==> src/rtl/frame_mem_writer_pkg.sv <==
// -----------------------------------------------------------------------------
// frame_mem_pkg
// Shared constants, FSM state type and the interpolated-quadrant side helper
// for the frame memory write side. The VGA address generator imports the
// same package so both ends agree on the memory layout.
// -----------------------------------------------------------------------------
package frame_mem_pkg;

    localparam int ADDR_W = 19;  // memory address width
    localparam int DATA_W = 16;  // memory word width
    localparam int PIX_W  = 8;   // input pixel width
    localparam int SIDE_W = 9;   // enough for any accepted side length (<= 392)

    localparam logic [ADDR_W-1:0] DIM_ADDR    = 19'h00002;
    localparam logic [ADDR_W-1:0] ORIG_BASE   = 19'h00006;
    localparam logic [ADDR_W-1:0] INTERP_BASE = 19'h3D289;
    localparam logic [15:0]       MAX_DIM     = 16'd392;

    typedef enum logic [1:0] {
        ST_IDLE = 2'd0,
        ST_HDR  = 2'd1,
        ST_PIX  = 2'd2,
        ST_FIN  = 2'd3
    } state_t;

    // Side length of the interpolated quadrant, signed so that tiny inputs
    // produce a negative (rejectable) result instead of wrapping.
    function automatic logic signed [17:0] quad_side(input logic [15:0] dim);
        logic signed [17:0] q_s;
        q_s = signed'({2'b00, (dim >> 2)});
        return (18'sd3 * q_s) - 18'sd2;
    endfunction

endpackage

==> src/rtl/frame_mem_writer_if.sv <==
// -----------------------------------------------------------------------------
// frame_mem_writer_if
// Pixel stream (valid/ready) and frame memory write port bundle.
//   in_valid/in_data  : pixel source -> writer
//   in_ready          : writer -> pixel source
//   mem_we/addr/wdata : writer -> frame memory
// master = pixel source / memory side, slave = the writer.
// -----------------------------------------------------------------------------
interface frame_mem_writer_if #(
    parameter int ADDR_W = frame_mem_pkg::ADDR_W,
    parameter int DATA_W = frame_mem_pkg::DATA_W,
    parameter int PIX_W  = frame_mem_pkg::PIX_W
) ();
    logic              in_valid;
    logic [PIX_W-1:0]  in_data;
    logic              in_ready;
    logic              mem_we;
    logic [ADDR_W-1:0] mem_addr;
    logic [DATA_W-1:0] mem_wdata;

    modport master (
        output in_valid, in_data,
        input  in_ready, mem_we, mem_addr, mem_wdata
    );

    modport slave (
        input  in_valid, in_data,
        output in_ready, mem_we, mem_addr, mem_wdata
    );
endinterface

==> src/rtl/frame_mem_writer_raster_counter.sv <==
// -----------------------------------------------------------------------------
// raster_counter
// Column/row counter bounded by a side length; flags the last raster position.
//   clk, rst_n : clock, async active-low reset
//   clr_i      : return to (0,0)
//   inc_i      : advance one position in raster order
//   side_i     : side length (>= 1)
//   last_o     : current position is (side-1, side-1)
// -----------------------------------------------------------------------------
module raster_counter
    import frame_mem_pkg::*;
(
    input  logic              clk,
    input  logic              rst_n,
    input  logic              clr_i,
    input  logic              inc_i,
    input  logic [SIDE_W-1:0] side_i,
    output logic              last_o
);
    logic [SIDE_W-1:0] col_q, col_d;
    logic [SIDE_W-1:0] row_q, row_d;
    logic [SIDE_W-1:0] side_m1_s;

    assign side_m1_s = side_i - 9'd1;
    assign last_o    = (col_q == side_m1_s) && (row_q == side_m1_s);

    // Next position: clear wins, otherwise wrap the column into the next row.
    always_comb begin
        col_d = col_q;
        row_d = row_q;
        if (clr_i) begin
            col_d = '0;
            row_d = '0;
        end else if (inc_i) begin
            if (col_q == side_m1_s) begin
                col_d = '0;
                row_d = row_q + 9'd1;
            end else begin
                col_d = col_q + 9'd1;
            end
        end else begin
            col_d = col_q;
            row_d = row_q;
        end
    end

    // Position registers.
    always_ff @(posedge clk or negedge rst_n) begin
        if (!rst_n) begin
            col_q <= '0;
            row_q <= '0;
        end else begin
            col_q <= col_d;
            row_q <= row_d;
        end
    end
endmodule

==> src/rtl/frame_mem_writer.sv <==
// -----------------------------------------------------------------------------
// frame_mem_writer
// Stores a raster-ordered pixel stream into the frame memory read by the VGA
// scanner: either the original image (side length header + pixels) or the
// interpolated quadrant (pixels only).
//   clk, rst_n     : clock, async active-low reset
//   start          : begin a frame (sampled in IDLE only)
//   interpolacion  : 0 = original image, 1 = interpolated quadrant
//   dimensiones    : original side length
//   bus (slave)    : pixel stream in, memory write port out
//   busy           : frame in progress
//   done           : one-cycle pulse after the last pixel write
//   error          : one-cycle pulse on a rejected start
// -----------------------------------------------------------------------------
module frame_mem_writer
    import frame_mem_pkg::*;
(
    input  logic               clk,
    input  logic               rst_n,
    input  logic               start,
    input  logic               interpolacion,
    input  logic [15:0]        dimensiones,
    frame_mem_writer_if.slave  bus,
    output logic               busy,
    output logic               done,
    output logic               error
);
    state_t            state_q, state_d;
    logic              in_ready_q, in_ready_d;
    logic              mem_we_q, mem_we_d;
    logic [ADDR_W-1:0] mem_addr_q, mem_addr_d;
    logic [DATA_W-1:0] mem_wdata_q, mem_wdata_d;
    logic              busy_q, busy_d;
    logic              done_q, done_d;
    logic              error_q, error_d;
    logic [ADDR_W-1:0] ptr_q, ptr_d;
    logic [SIDE_W-1:0] side_q, side_d;

    logic signed [17:0] side_s;
    logic               bad_s;
    logic               xfer_s;
    logic               last_s;
    logic               cnt_clr_s;
    logic               cnt_inc_s;

    assign side_s = interpolacion ? quad_side(dimensiones)
                                  : signed'({2'b00, dimensiones});
    assign bad_s  = (dimensiones == 16'd0) || (dimensiones > MAX_DIM) || (side_s < 18'sd1);
    // in_ready_q is only ever high in PIX, so this is also the PIX-state transfer.
    assign xfer_s = bus.in_valid & in_ready_q;

    raster_counter u_cnt (
        .clk    (clk),
        .rst_n  (rst_n),
        .clr_i  (cnt_clr_s),
        .inc_i  (cnt_inc_s),
        .side_i (side_q),
        .last_o (last_s)
    );

    // FSM state register.
    always_ff @(posedge clk or negedge rst_n) begin
        if (!rst_n) begin
            state_q <= ST_IDLE;
        end else begin
            state_q <= state_d;
        end
    end

    // FSM next-state logic.
    always_comb begin
        state_d = state_q;
        case (state_q)
            ST_IDLE: begin
                if (start && !bad_s) begin
                    state_d = interpolacion ? ST_PIX : ST_HDR;
                end else begin
                    state_d = ST_IDLE;
                end
            end
            ST_HDR:  state_d = ST_PIX;
            ST_PIX: begin
                if (xfer_s && last_s) begin
                    state_d = ST_FIN;
                end else begin
                    state_d = ST_PIX;
                end
            end
            ST_FIN:  state_d = ST_IDLE;
            default: state_d = ST_IDLE;
        endcase
    end

    // FSM output/datapath next values; everything below is registered so the
    // values computed here appear on the ports one cycle later.
    always_comb begin
        in_ready_d  = 1'b0;
        mem_we_d    = 1'b0;
        mem_addr_d  = mem_addr_q;
        mem_wdata_d = mem_wdata_q;
        busy_d      = busy_q;
        done_d      = 1'b0;
        error_d     = 1'b0;
        ptr_d       = ptr_q;
        side_d      = side_q;
        cnt_clr_s   = 1'b0;
        cnt_inc_s   = 1'b0;
        case (state_q)
            ST_IDLE: begin
                if (start && bad_s) begin
                    error_d = 1'b1;
                end else if (start) begin
                    busy_d    = 1'b1;
                    side_d    = side_s[SIDE_W-1:0];
                    cnt_clr_s = 1'b1;
                    if (interpolacion) begin
                        in_ready_d = 1'b1;
                        ptr_d      = INTERP_BASE;
                    end else begin
                        // Header write is issued while entering HDR.
                        mem_we_d    = 1'b1;
                        mem_addr_d  = DIM_ADDR;
                        mem_wdata_d = dimensiones;
                    end
                end else begin
                    busy_d = 1'b0;
                end
            end
            ST_HDR: begin
                ptr_d      = ORIG_BASE;
                in_ready_d = 1'b1;
            end
            ST_PIX: begin
                if (xfer_s) begin
                    mem_we_d    = 1'b1;
                    mem_addr_d  = ptr_q;
                    mem_wdata_d = {{(DATA_W-PIX_W){1'b0}}, bus.in_data};
                    cnt_inc_s   = 1'b1;
                    // Hold the pointer on the final pixel so it never passes the frame end.
                    ptr_d       = last_s ? ptr_q : (ptr_q + 19'd1);
                    in_ready_d  = !last_s;
                end else begin
                    in_ready_d = 1'b1;
                end
            end
            ST_FIN: begin
                busy_d = 1'b0;
                done_d = 1'b1;
            end
            default: begin
                busy_d = 1'b0;
            end
        endcase
    end

    // Registered outputs and datapath.
    always_ff @(posedge clk or negedge rst_n) begin
        if (!rst_n) begin
            in_ready_q  <= 1'b0;
            mem_we_q    <= 1'b0;
            mem_addr_q  <= '0;
            mem_wdata_q <= '0;
            busy_q      <= 1'b0;
            done_q      <= 1'b0;
            error_q     <= 1'b0;
            ptr_q       <= '0;
            side_q      <= '0;
        end else begin
            in_ready_q  <= in_ready_d;
            mem_we_q    <= mem_we_d;
            mem_addr_q  <= mem_addr_d;
            mem_wdata_q <= mem_wdata_d;
            busy_q      <= busy_d;
            done_q      <= done_d;
            error_q     <= error_d;
            ptr_q       <= ptr_d;
            side_q      <= side_d;
        end
    end

    assign bus.in_ready  = in_ready_q;
    assign bus.mem_we    = mem_we_q;
    assign bus.mem_addr  = mem_addr_q;
    assign bus.mem_wdata = mem_wdata_q;
    assign busy          = busy_q;
    assign done          = done_q;
    assign error         = error_q;
endmodule

==> src/flat_wrapper.sv <==
// flat-port wrapper written by rule: the top's interface ports become plain ports
module frame_mem_writer_flat import frame_mem_pkg::*;
  (clk, rst_n, start, interpolacion, dimensiones, busy, done, error, bus_in_valid, bus_in_data, bus_in_ready, bus_mem_we, bus_mem_addr, bus_mem_wdata);
  frame_mem_writer_if bus_i ();
  input  logic clk;
  input  logic rst_n;
  input  logic start;
  input  logic interpolacion;
  input  logic [15:0] dimensiones;
  output logic busy;
  output logic done;
  output logic error;
  input wire logic [$bits(bus_i.in_valid)-1:0] bus_in_valid;
  input wire logic [$bits(bus_i.in_data)-1:0] bus_in_data;
  output wire logic [$bits(bus_i.in_ready)-1:0] bus_in_ready;
  output wire logic [$bits(bus_i.mem_we)-1:0] bus_mem_we;
  output wire logic [$bits(bus_i.mem_addr)-1:0] bus_mem_addr;
  output wire logic [$bits(bus_i.mem_wdata)-1:0] bus_mem_wdata;
  assign bus_i.in_valid = bus_in_valid;
  assign bus_i.in_data = bus_in_data;
  assign bus_in_ready = bus_i.in_ready;
  assign bus_mem_we = bus_i.mem_we;
  assign bus_mem_addr = bus_i.mem_addr;
  assign bus_mem_wdata = bus_i.mem_wdata;
  frame_mem_writer u_core (.clk(clk), .rst_n(rst_n), .start(start), .interpolacion(interpolacion), .dimensiones(dimensiones), .bus(bus_i), .busy(busy), .done(done), .error(error));
endmodule
==> config.mk <==
export PLATFORM = sky130hd
export DESIGN_NAME = frame_mem_writer_flat
export DESIGN_NICKNAME = d
export VERILOG_FILES = /design/src/rtl/frame_mem_writer_pkg.sv /design/src/rtl/frame_mem_writer_if.sv /design/src/rtl/frame_mem_writer_raster_counter.sv /design/src/rtl/frame_mem_writer.sv /design/src/flat_wrapper.sv
export SDC_FILE = /design/constraint.sdc
export NUM_CORES = 1
export LEC_CHECK = 0
export CORE_UTILIZATION = 45
export DETAILED_ROUTE_END_ITERATION = 8
export GPL_TIMING_DRIVEN = 0
export PLACE_DENSITY = 0.76
export SLEW_MARGIN = 20
export SYNTH_ARGS = -nofsm -noshare
export SYNTH_HDL_FRONTEND = slang
export SYNTH_SLANG_ARGS = --single-unit
==> constraint.sdc <==
create_clock -name clk -period 6.45 [get_ports clk]
set_input_delay 0.9675 -clock clk [delete_from_list [all_inputs] [get_ports clk]]
set_output_delay 0.9675 -clock clk [all_outputs]
set_load 0.05 [all_outputs]
Word level (Yosys, flattened, before mapping)
Cells that the tools add are included.
- bits of input ports: 29
- bits in registers: 88
- word-level logic and storage cells: 99
- reductions and logical operators: 20
- eq/ne operators: 11
- muxes and demuxes: 46
- add/subtract/negate cells: 5
- bitwise operators: 2
- $mul: 1
- $lt $le $gt $ge: 2
- operators with widths (kind ; count):
    $mux W19 ; 9
    $mux W16 ; 4
    $pmux W19 S3 ; 1
    $mux W9 ; 6
    $pmux W19 S2 ; 1
    $pmux W16 S2 ; 1
    $add A19 B1 Y19 const B ; 1
    $add A9 B1 Y9 const B ; 2
    $eq A9 B9 Y1 ; 2
    $lt A18 B2 Y1 const B ; 1
    $mux W18 ; 1
    $sub A18 B3 Y18 const B ; 1
    $mux W1 ; 17
    $gt A16 B9 Y1 const B ; 1
    $logic_not A16 Y1 ; 1
    $mul A2 B14 Y16 const A ; 1
    $ne A2 B2 Y1 const B ; 5
    $sub A9 B1 Y9 const B ; 1
    $pmux W2 S4 ; 1
    $reduce_bool A2 Y1 ; 4
    $reduce_and A6 Y1 ; 1
    $reduce_and A5 Y1 ; 1
    $eq A2 B2 Y1 const B ; 2
    $logic_and A1 B1 Y1 ; 4
    13 further kinds ; 18

Depth between registers and ports, before layout
Gate-level depths: netlist of the first run.
- word-level depth: 10
- mapped depth: 17
- gate-level depth less buffers: 13

Cells and area by module
From an unflattened synthesis of the first run, not the netlist that was laid out.
- cells, all modules: 658
- area, all modules: 6102.1 µm²
- by module, submodules not included (module ; times used ; area an instance (µm²) ; sequential area each (µm²) ; cells an instance):
    frame_mem_writer ; 1 ; 4583.1 ; 1751.7 ; 488
    raster_counter ; 1 ; 1519.0 ; 450.4 ; 170

Least setup slack after synthesis of the first run
No wires, ideal clock.
- path kind: input-to-reg
- start point: input port dimensiones[2]
- end point: register u_core.mem_addr_q[12], in the netlist u_core.bus.mem_addr[12]
- arrival: 4367 ps
- buffers on the path: 3
- library setup time: 125 ps
- cell stages on the path: 16
- required time: 6325 ps
- path slack: 1958 ps
- path through: ha_1 inv_1 fa_1 nand2b_1 a211o_1 a21oi_1 a41oi_1 mux2i_1 nand3_1 o41ai_2 or4_1 clkbuf_1 a22o_1 buf_2 buf_6 mux2_4
- cells in the longest elaborated chain, start to end: 8
- elaborated cells on any way between the ends: 11
- those cells by class: add/sub (1); mul (1); order compare (2); eq/ne (1); mux (1); reduce/logical (5)
- ends and longest elaborated chain (element ; RTL line ; RTL):
    start: declaration ; flat_wrapper.sv:9 ; input logic [15:0] dimensiones;
    $mul A2 B14 Y16 ; frame_mem_writer_pkg.sv:31 ; return (18'sd3 * q_s) - 18'sd2;
    $sub A18 B3 Y18 ; frame_mem_writer_pkg.sv:31 ;
    $mux W18 ; frame_mem_writer.sv:46 ; assign side_s = interpolacion ? quad_side(dimensiones)
    $lt A18 B2 Y1 ; frame_mem_writer.sv:48 ; assign bad_s = (dimensiones == 16'd0) || (dimensiones > MAX_DIM) || (side_s < 18'sd1);
    $logic_or A1 B1 Y1 (*) ; frame_mem_writer.sv:48 ;
    $logic_and A1 B1 Y1 (*) ; frame_mem_writer.sv:110 ; if (start && bad_s) begin
    $ne A2 B2 Y1 (no line) (*) ; -- ;
    $reduce_and A5 Y1 (no line) (*) ; -- ;
    end signal: assignment ; frame_mem_writer.sv:171 ; mem_addr_q <= mem_addr_d;
    end: declaration ; frame_mem_writer.sv:31 ; logic [ADDR_W-1:0] mem_addr_q, mem_addr_d;
Mark *: on every way between the ends. The rest lies on a longest branch, timed or not.
A chain may end at the register's enable or synchronous reset.

Worst setup path in the final report of the first run
- start point: input port dimensiones[3]
- end point: register u_core.mem_addr_q[9], in the netlist u_core.bus.mem_addr[9]
Same word-level chain as after synthesis.

==> metrics.txt, run 1 <==
die area=about 0.015 mm2; Die X=between 100 and 150 um; post-synthesis mux area share=6.74%; Layout area overhead=18.5%; Final Wtd Congestion=0.848; Critical Path Sink Type=flip-flop; TNS Setup=0 ns; # clock sinks=88; Overall Power=about 0.0021 W; final setup fails=0; # rows=43; nature of the critical path startpoint=input pin; critical path fanouts, max=10; post-synthesis adder-cell area fraction=between 7 and 8%; pin count of the biggest net entering global routing=48; Hold Crit Class=flip-flop to flip-flop; syn avg cell area=8.94 um2; Mapped Nets=~800; Final #Nets=a little under 900; main combinational cell family by area after synthesis=simple AND/OR/NAND/NOR gates; WHS Endpoint=u_core.bus.mem_addr[15]; Max VDD drop=~0.25 mV; post-route ant nets=0; H-tree depth=3; number of buffers added on ports=67; placed instance area=0.00744 mm2; Avg WL per Cell=around 17 um; Routed WL=between 15 and 20 mm; CTS Buf Count=9; core area=0.0140 mm2; grt ovf=0; CP Class=input pin to flip-flop; Fin Clk Skew=just under 0.01 ns; post-CTS setup buffer count=0; vias in the first global route=between 5000 and 6000; Worst R2R Start=u_core.side_q[0]; Fmax=about 180 MHz; R2R cell count=13; sequential share of the synthesized area=33.8%; post-layout min period=5.59 ns; Yosys Warn Count=0; via/cell ratio=about 5.9; dpl hpwl=about 12 mm; Rel. slew slack=between 40% and 50%; antenna cell count=0; Slew Limit Fails=0; CTS hold repair buffers=0; required time of the critical path=roughly 6.7 ns; CTS resizes=0; Synth Area in XOR/XNOR=approximately 5.4%; GRT Overall Usage=23.8%; DP Worst Slack=0.648 ns; fraction of registers with async set/reset=100%; # fillers=around 1300; total area of multi-input combinational cells=0.00400 mm2; simple-gate share of the synthesized area=approximately 22%; CTS root buf=clkbuf_16; initial antenna violation count=0; status=finished, final reports clean; Hold Crit Start=u_core.bus.mem_addr[15]; synthesized area=0.00651 mm2; CTS max path bufs=2; crit path DAT=between 5 and 6 ns; complex-gate fraction of the synthesized area=19.9%; Vias=just under 6000; Top Ports=just under 70; Final Cell Area=around 0.0077 mm2; WHS Path Cells=1; FF+latch count, synth=88; Remaining DRCs=0; Final Cycle Share=86.7%; CTS clk-pin slew, worst paths=approximately 0.07 ns; Sequential Area=roughly 0.0022 mm2; CTS tree=yes; first-pass GRT wire length=27.9 mm; initial drt markers=between 400 and 500; flop-to-flop setup slack=2.77 ns; Mapped Cells=around 730; worst skew pair latency=~0.36 ns; share of layout cells above drive strength 1=a little under 8%; Worst Max-Slew Pin Slew=between 0.8 and 0.9 ns; Distinct cells, synth=67; number of max-cap violations=0; prevailing post-synth register cell=dfrtp_1; Final Hold Fails=0; Worst Slack Setup Final=between 0.8 and 0.9 ns; DR pass1 iterations=5; crit path launch=dimensiones[3]; worst hold slack=0.508 ns; FF-to-FF End=u_core.ptr_q[0]; RSZ-0062 raised after global routing=no; leakage power=3.31 nW; Initial Utilization=a little under half; power per cell area=273 mW/mm2; number of synthesized flops with an enable pin=0; Die H=~120 um
==> Yosys cell counts, drive strengths merged (12+ instances only) <==
library cell / n / area share, %
dfrtp: 88 / 34
nor2: 67 / 3.9
nand2: 52 / 3.0
inv: 38 / 2.2
ha: 37 / 7.1
a21oi: 36 / 2.8
nand3: 36 / 2.8
clkbuf: 30 / 1.7
o21ai: 30 / 2.3
mux2: 25 / 4.9
xnor2: 20 / 2.7
a22o: 19 / 2.6
and3: 19 / 1.8
and2: 15 / 1.4
nor3: 13 / 1.0
mux2i: 12 / 1.8
==> report_power, final <==
part | internal, W | leakage [nW] | total (W) | switching, W
Clock | 0.000272 | 0.135 | 0.000505 | 0.000233
Sequential | 0.000650 | 1.14 | 0.000748 | 0.0000987
Combinational | 0.000357 | 2.04 | 0.000858 | 0.000501
Total | 0.00128 | 3.31 | 0.00211 | 0.000833
==> per-layer routing <==
layer / wire length (um) / global-route usage (%) / vias up
met2: 7480 / 35.9 / 163
met5: 0 / 0 / -
met4: 326 / 7.85 / 0
li1: - / - / 2844
met1: 7820 / 33.6 / 2869
met3: 1090 / 5.30 / 22
==> per-stage QoR <==
| step | util, % | cells |
|---|---|---|
| final | 55.2 | 993 |
| after CTS | 55.2 | 993 |
| after detailed placement | 53.2 | 977 |
| after global routing | 55.2 | 993 |
| after global placement | 53.0 | 976 |
| after floorplan | - | 729 |
==> final cells by class <==
class                      instances  area share, %
clock buffer                      10           3.09
timing repair buffer              68           9.06
tap                              180           2.92
clock inverter                     6          0.551
sequential                        88           28.5
buffer                            40           2.17
inverter                          39           1.90
multi-input combinational        562           51.8
==> placed cells by master (no fill, tap or decap), drive strengths merged, types with 5 or more instances in the layout <==
cell	instances
nor3	13
mux2i	12
nor4	8
a21oi	36
o21ai	30
ha	37
and2	15
nand4	11
mux2	25
buf	12
a21o	9
clkbuf	40
dfrtp	88
nor2	67
nand3b	6
a31oi	9
o211ai	7
and3	19
inv	39
a22o	19
nor2b	6
a211oi	6
o31ai	5
nand3	36
a221o	11
a22oi	10
a311oi	5
xor2	10
clkdlybuf4s50	66
nand2b	11
nand2	52
xnor2	20
a32o	8
==> cells by family (layout without fill, tap and decap cells) <==
| family | after synthesis | count (layout) |
|---|---|---|
| compound gates | 179 | 179 |
| fa+ha+maj | 38 | 38 |
| buf+inv | 79 | 163 |
| mux | 37 | 37 |
| flops | 88 | 88 |
| xor+xnor | 34 | 34 |
| simple gates | 274 | 274 |
==> critical path: stages <==
cell             delay, ns
clkdlybuf4s50_1       0.61
ha_1                  0.24
inv_1                 0.07
fa_1                  0.41
nand2b_1              0.20
a211o_1               0.33
a21oi_1               0.31
a41oi_1               0.19
mux2i_1               0.18
nand3_1               0.15
o41ai_2               0.76
or4_1                 0.21
clkbuf_1              0.22
a22o_1                0.20
buf_2                 0.24
buf_6                 0.22
mux2_4                0.31
==> how the worst max path moves through the flow <==
stage,end,slack (ns),cells after the start
floorplan,u_core.bus.mem_addr[12],1.96,16
global placement,u_core.bus.mem_addr[7],0.63,16
detailed placement,u_core.bus.mem_addr[7],0.65,16
CTS,u_core.bus.mem_wdata[6],0.89,16
global route,u_core.bus.mem_addr[1],0.55,17
finish,u_core.bus.mem_addr[9],0.86,17
==> flip-flops by register name, indices dropped and copies added, names as in the netlist <==
name	flops
u_core.bus.mem_addr	19
u_core.state_q	2
u_core.done	1
u_core.busy	1
u_core.u_cnt.row_q	9
u_core.side_q	9
u_core.bus.mem_wdata	16
u_core.ptr_q	19
u_core.u_cnt.col_q	9
u_core.bus.in_ready	1
u_core.bus.mem_we	1
u_core.error	1
No activity file was read; power rests on OpenSTA's default activity.
==> run 2, diff against run 1 <==
Settings changed: CORE_ASPECT_RATIO from default to 1.25, CTS_CLUSTER_DIAMETER from default to 200.
==> metrics.txt, run 2 (synthesis gave the netlist of run 1 again) <==
Initial Utilization=46.6% (about the same); grt ovf=0 (unchanged); nature of the critical path startpoint=input pin; CTS hold repair buffers=0 (unchanged); Final Cycle Share=86.2% (-0.56 points); flop-to-flop setup slack=2.67 ns (-0.10 ns); Remaining DRCs=0 (unchanged); post-CTS setup buffer count=0 (unchanged); FF-to-FF End=u_core.u_cnt.row_q[5]; TNS Setup=0 ns (unchanged); leakage power=3.33 nW (+0.58%); crit path launch=dimensiones[7]; worst path buffer plus inverter count=5 (unchanged); worst skew pair latency=0.35 ns (about the same); M1 WL=7.11 mm (-9.0%); initial antenna violation count=0 (unchanged); CP max stage delay=0.76 ns (about the same); share of layout cells above drive strength 1=7.87% (unchanged); antenna cell count=0 (unchanged); RSZ-0062 raised after global routing=no; crit-path cells=clkdlybuf4s50_1, inv_1, ha_1, and2_1, a221o_1, nor3_1, nor4b_1, nor4_1, nand3_1, o41ai_2, or4_1, clkbuf_1, a22o_1, buf_2, buf_6, mux2_4; Slew Limit Fails=0 (unchanged); Fmax=180 MHz (+0.65%); H-tree depth=3 (unchanged); most common cell after layout, fill and taps aside=dfrtp_1; met3 wire len=1.01 mm (-7.4%); power per cell area=277 mW/mm2 (+1.4%); Final #Nets=875 (unchanged); Critical Path Sink Type=flip-flop; Int Pwr=0.00132 W (+3.5%); vias in the first global route=5532 (+2.4%); CTS resizes=0 (unchanged); CTS root buf=clkbuf_16; Layout area overhead=18.9%; CTS tree=yes; required time of the critical path=6.69 ns (about the same); Final Wtd Congestion=0.850 (+0.17%); via/cell ratio=5.88 (-1.1%); critical path fanouts, max=10 (unchanged); Seq pwr share=34.6% (-0.8 points); status=finished, final reports clean; Avg WL per Cell=16.4 um (-2.2%); pin count of the biggest net entering global routing=58 (+21%); Die X=110 um (-10%); crit path max-delay cell type=o41ai_2; crit-path leading delay family=simple AND/OR/NAND/NOR gates; Fin Clk Skew=0.00698 ns (-0.00287 ns); GRT Overall Usage=22.9% (-0.91 points); CTS Buf Count=9 (unchanged); CTS max path bufs=2 (unchanged); number of max-cap violations=0 (unchanged); crit path DAT=5.79 ns (-0.04 ns); clock power share=25.7% (+1.8 points); R2R cell count=12 (-1); Worst Max-Slew Pin Slew=1.05 ns (+0.201 ns); net switching power=0.000824 W (-1.0%); die area=0.0150 mm2 (about the same); Hold Crit Class=flip-flop to flip-flop; DR pass1 iterations=5 (unchanged); Top Ports=69 (unchanged); CTS clk-pin slew, worst paths=0.07 ns (about the same); # clock sinks=88 (unchanged); post-route ant nets=0 (unchanged); Die H=137 um (+12%); Max VDD drop=0.260 mV (+3.5%); core area=0.0140 mm2 (about the same); worst hold slack=0.510 ns (+0.00216 ns); commonest cells after routing, fill and taps aside=dfrtp_1 (88), nor2_1 (67), clkdlybuf4s50_1 (66); Final Hold Fails=0 (unchanged); first-pass GRT wire length=26.9 mm (-3.5%); DR WL met2=7.70 mm (+2.9%); top sig layer=met4; post-layout min period=5.56 ns (-0.0360 ns); Logic pwr share=39.7% (-0.9 points); number of buffers added on ports=67 (unchanged); Net Sw Frac=38.4% (-1.1 points); end of the critical path=u_core.bus.mem_addr[12]; Worst R2R Start=u_core.side_q[3]; CP Class=input pin to flip-flop; initial drt markers=428 (-10%); WP depth=16 (-1); final setup fails=0 (unchanged); # rows=48 (+12%); Rel. slew slack=28.3% (-15 points); dpl hpwl=12.0 mm (-2.9%); Vias=5806 (-1.6%); Routed WL=16.3 mm (-2.7%)
==> run 2: layout make-up <==
class                   count  area [um2]
plain buffers              40         168
repair buffers             68         696
fillers                  1251        6250
flip-flops and latches     88        2200
clock buffers              10         239
clock inverters             6        76.3
multi-input cells         562        4000
inverters                  39         146
well taps                 175         219
==> run 2: power by group through the flow <==
stage	registers (W)	logic (W)	clock network, W
5_1_grt	0.000758	0.000918	0.000585
2_1_floorplan	0.000922	0.000418	0
6_report	0.000743	0.000852	0.000552
3_3_place_gp	0.000747	0.000837	0
4_1_cts	0.000740	0.000855	0.000561
3_5_place_dp	0.000746	0.000849	0
==> run 2: worst min path at each step <==
stage                                   startpoint                       end  slack (ns)  cells past startpoint
final                      u_core.bus.mem_wdata[9]   u_core.bus.mem_wdata[9]        0.51                      1
after global routing      u_core.bus.mem_wdata[14]  u_core.bus.mem_wdata[14]        0.53                      1
after CTS                  u_core.bus.mem_wdata[2]   u_core.bus.mem_wdata[2]        0.51                      1
after detailed placement   u_core.bus.mem_wdata[8]   u_core.bus.mem_wdata[8]        0.49                      1
after global placement     u_core.bus.mem_wdata[3]   u_core.bus.mem_wdata[3]        0.49                      1
after floorplan                   u_core.ptr_q[18]          u_core.ptr_q[18]        0.51                      1
==> run 2: metrics by stage <==
step	power (W)	cell area (um2)	cells	setup WS (ns)	util, %
6_report	0.00215	7740	988	0.892	55.3
2_1_floorplan	0.00134	6520	729	1.96	-
3_5_place_dp	0.00160	7430	972	0.622	53.1
4_1_cts	0.00216	7740	988	0.908	55.3
5_1_grt	0.00226	7740	988	0.593	55.3
3_3_place_gp	0.00158	7400	971	0.629	52.9
==> run 2: per-layer routing <==
layer / up-vias / track usage (%)
li1: 2837 / -
met1: 2760 / 29.6
met2: 177 / 37.5
met3: 32 / 4.43
met4: 0 / 9.04
met5: - / 0
==> run 3, diff against run 2 <==
Settings changed: HOLD_SLACK_MARGIN from default to 0.08.
==> results of run 3 <==
Final layout, timing and power as in run 2 (identical DEF).
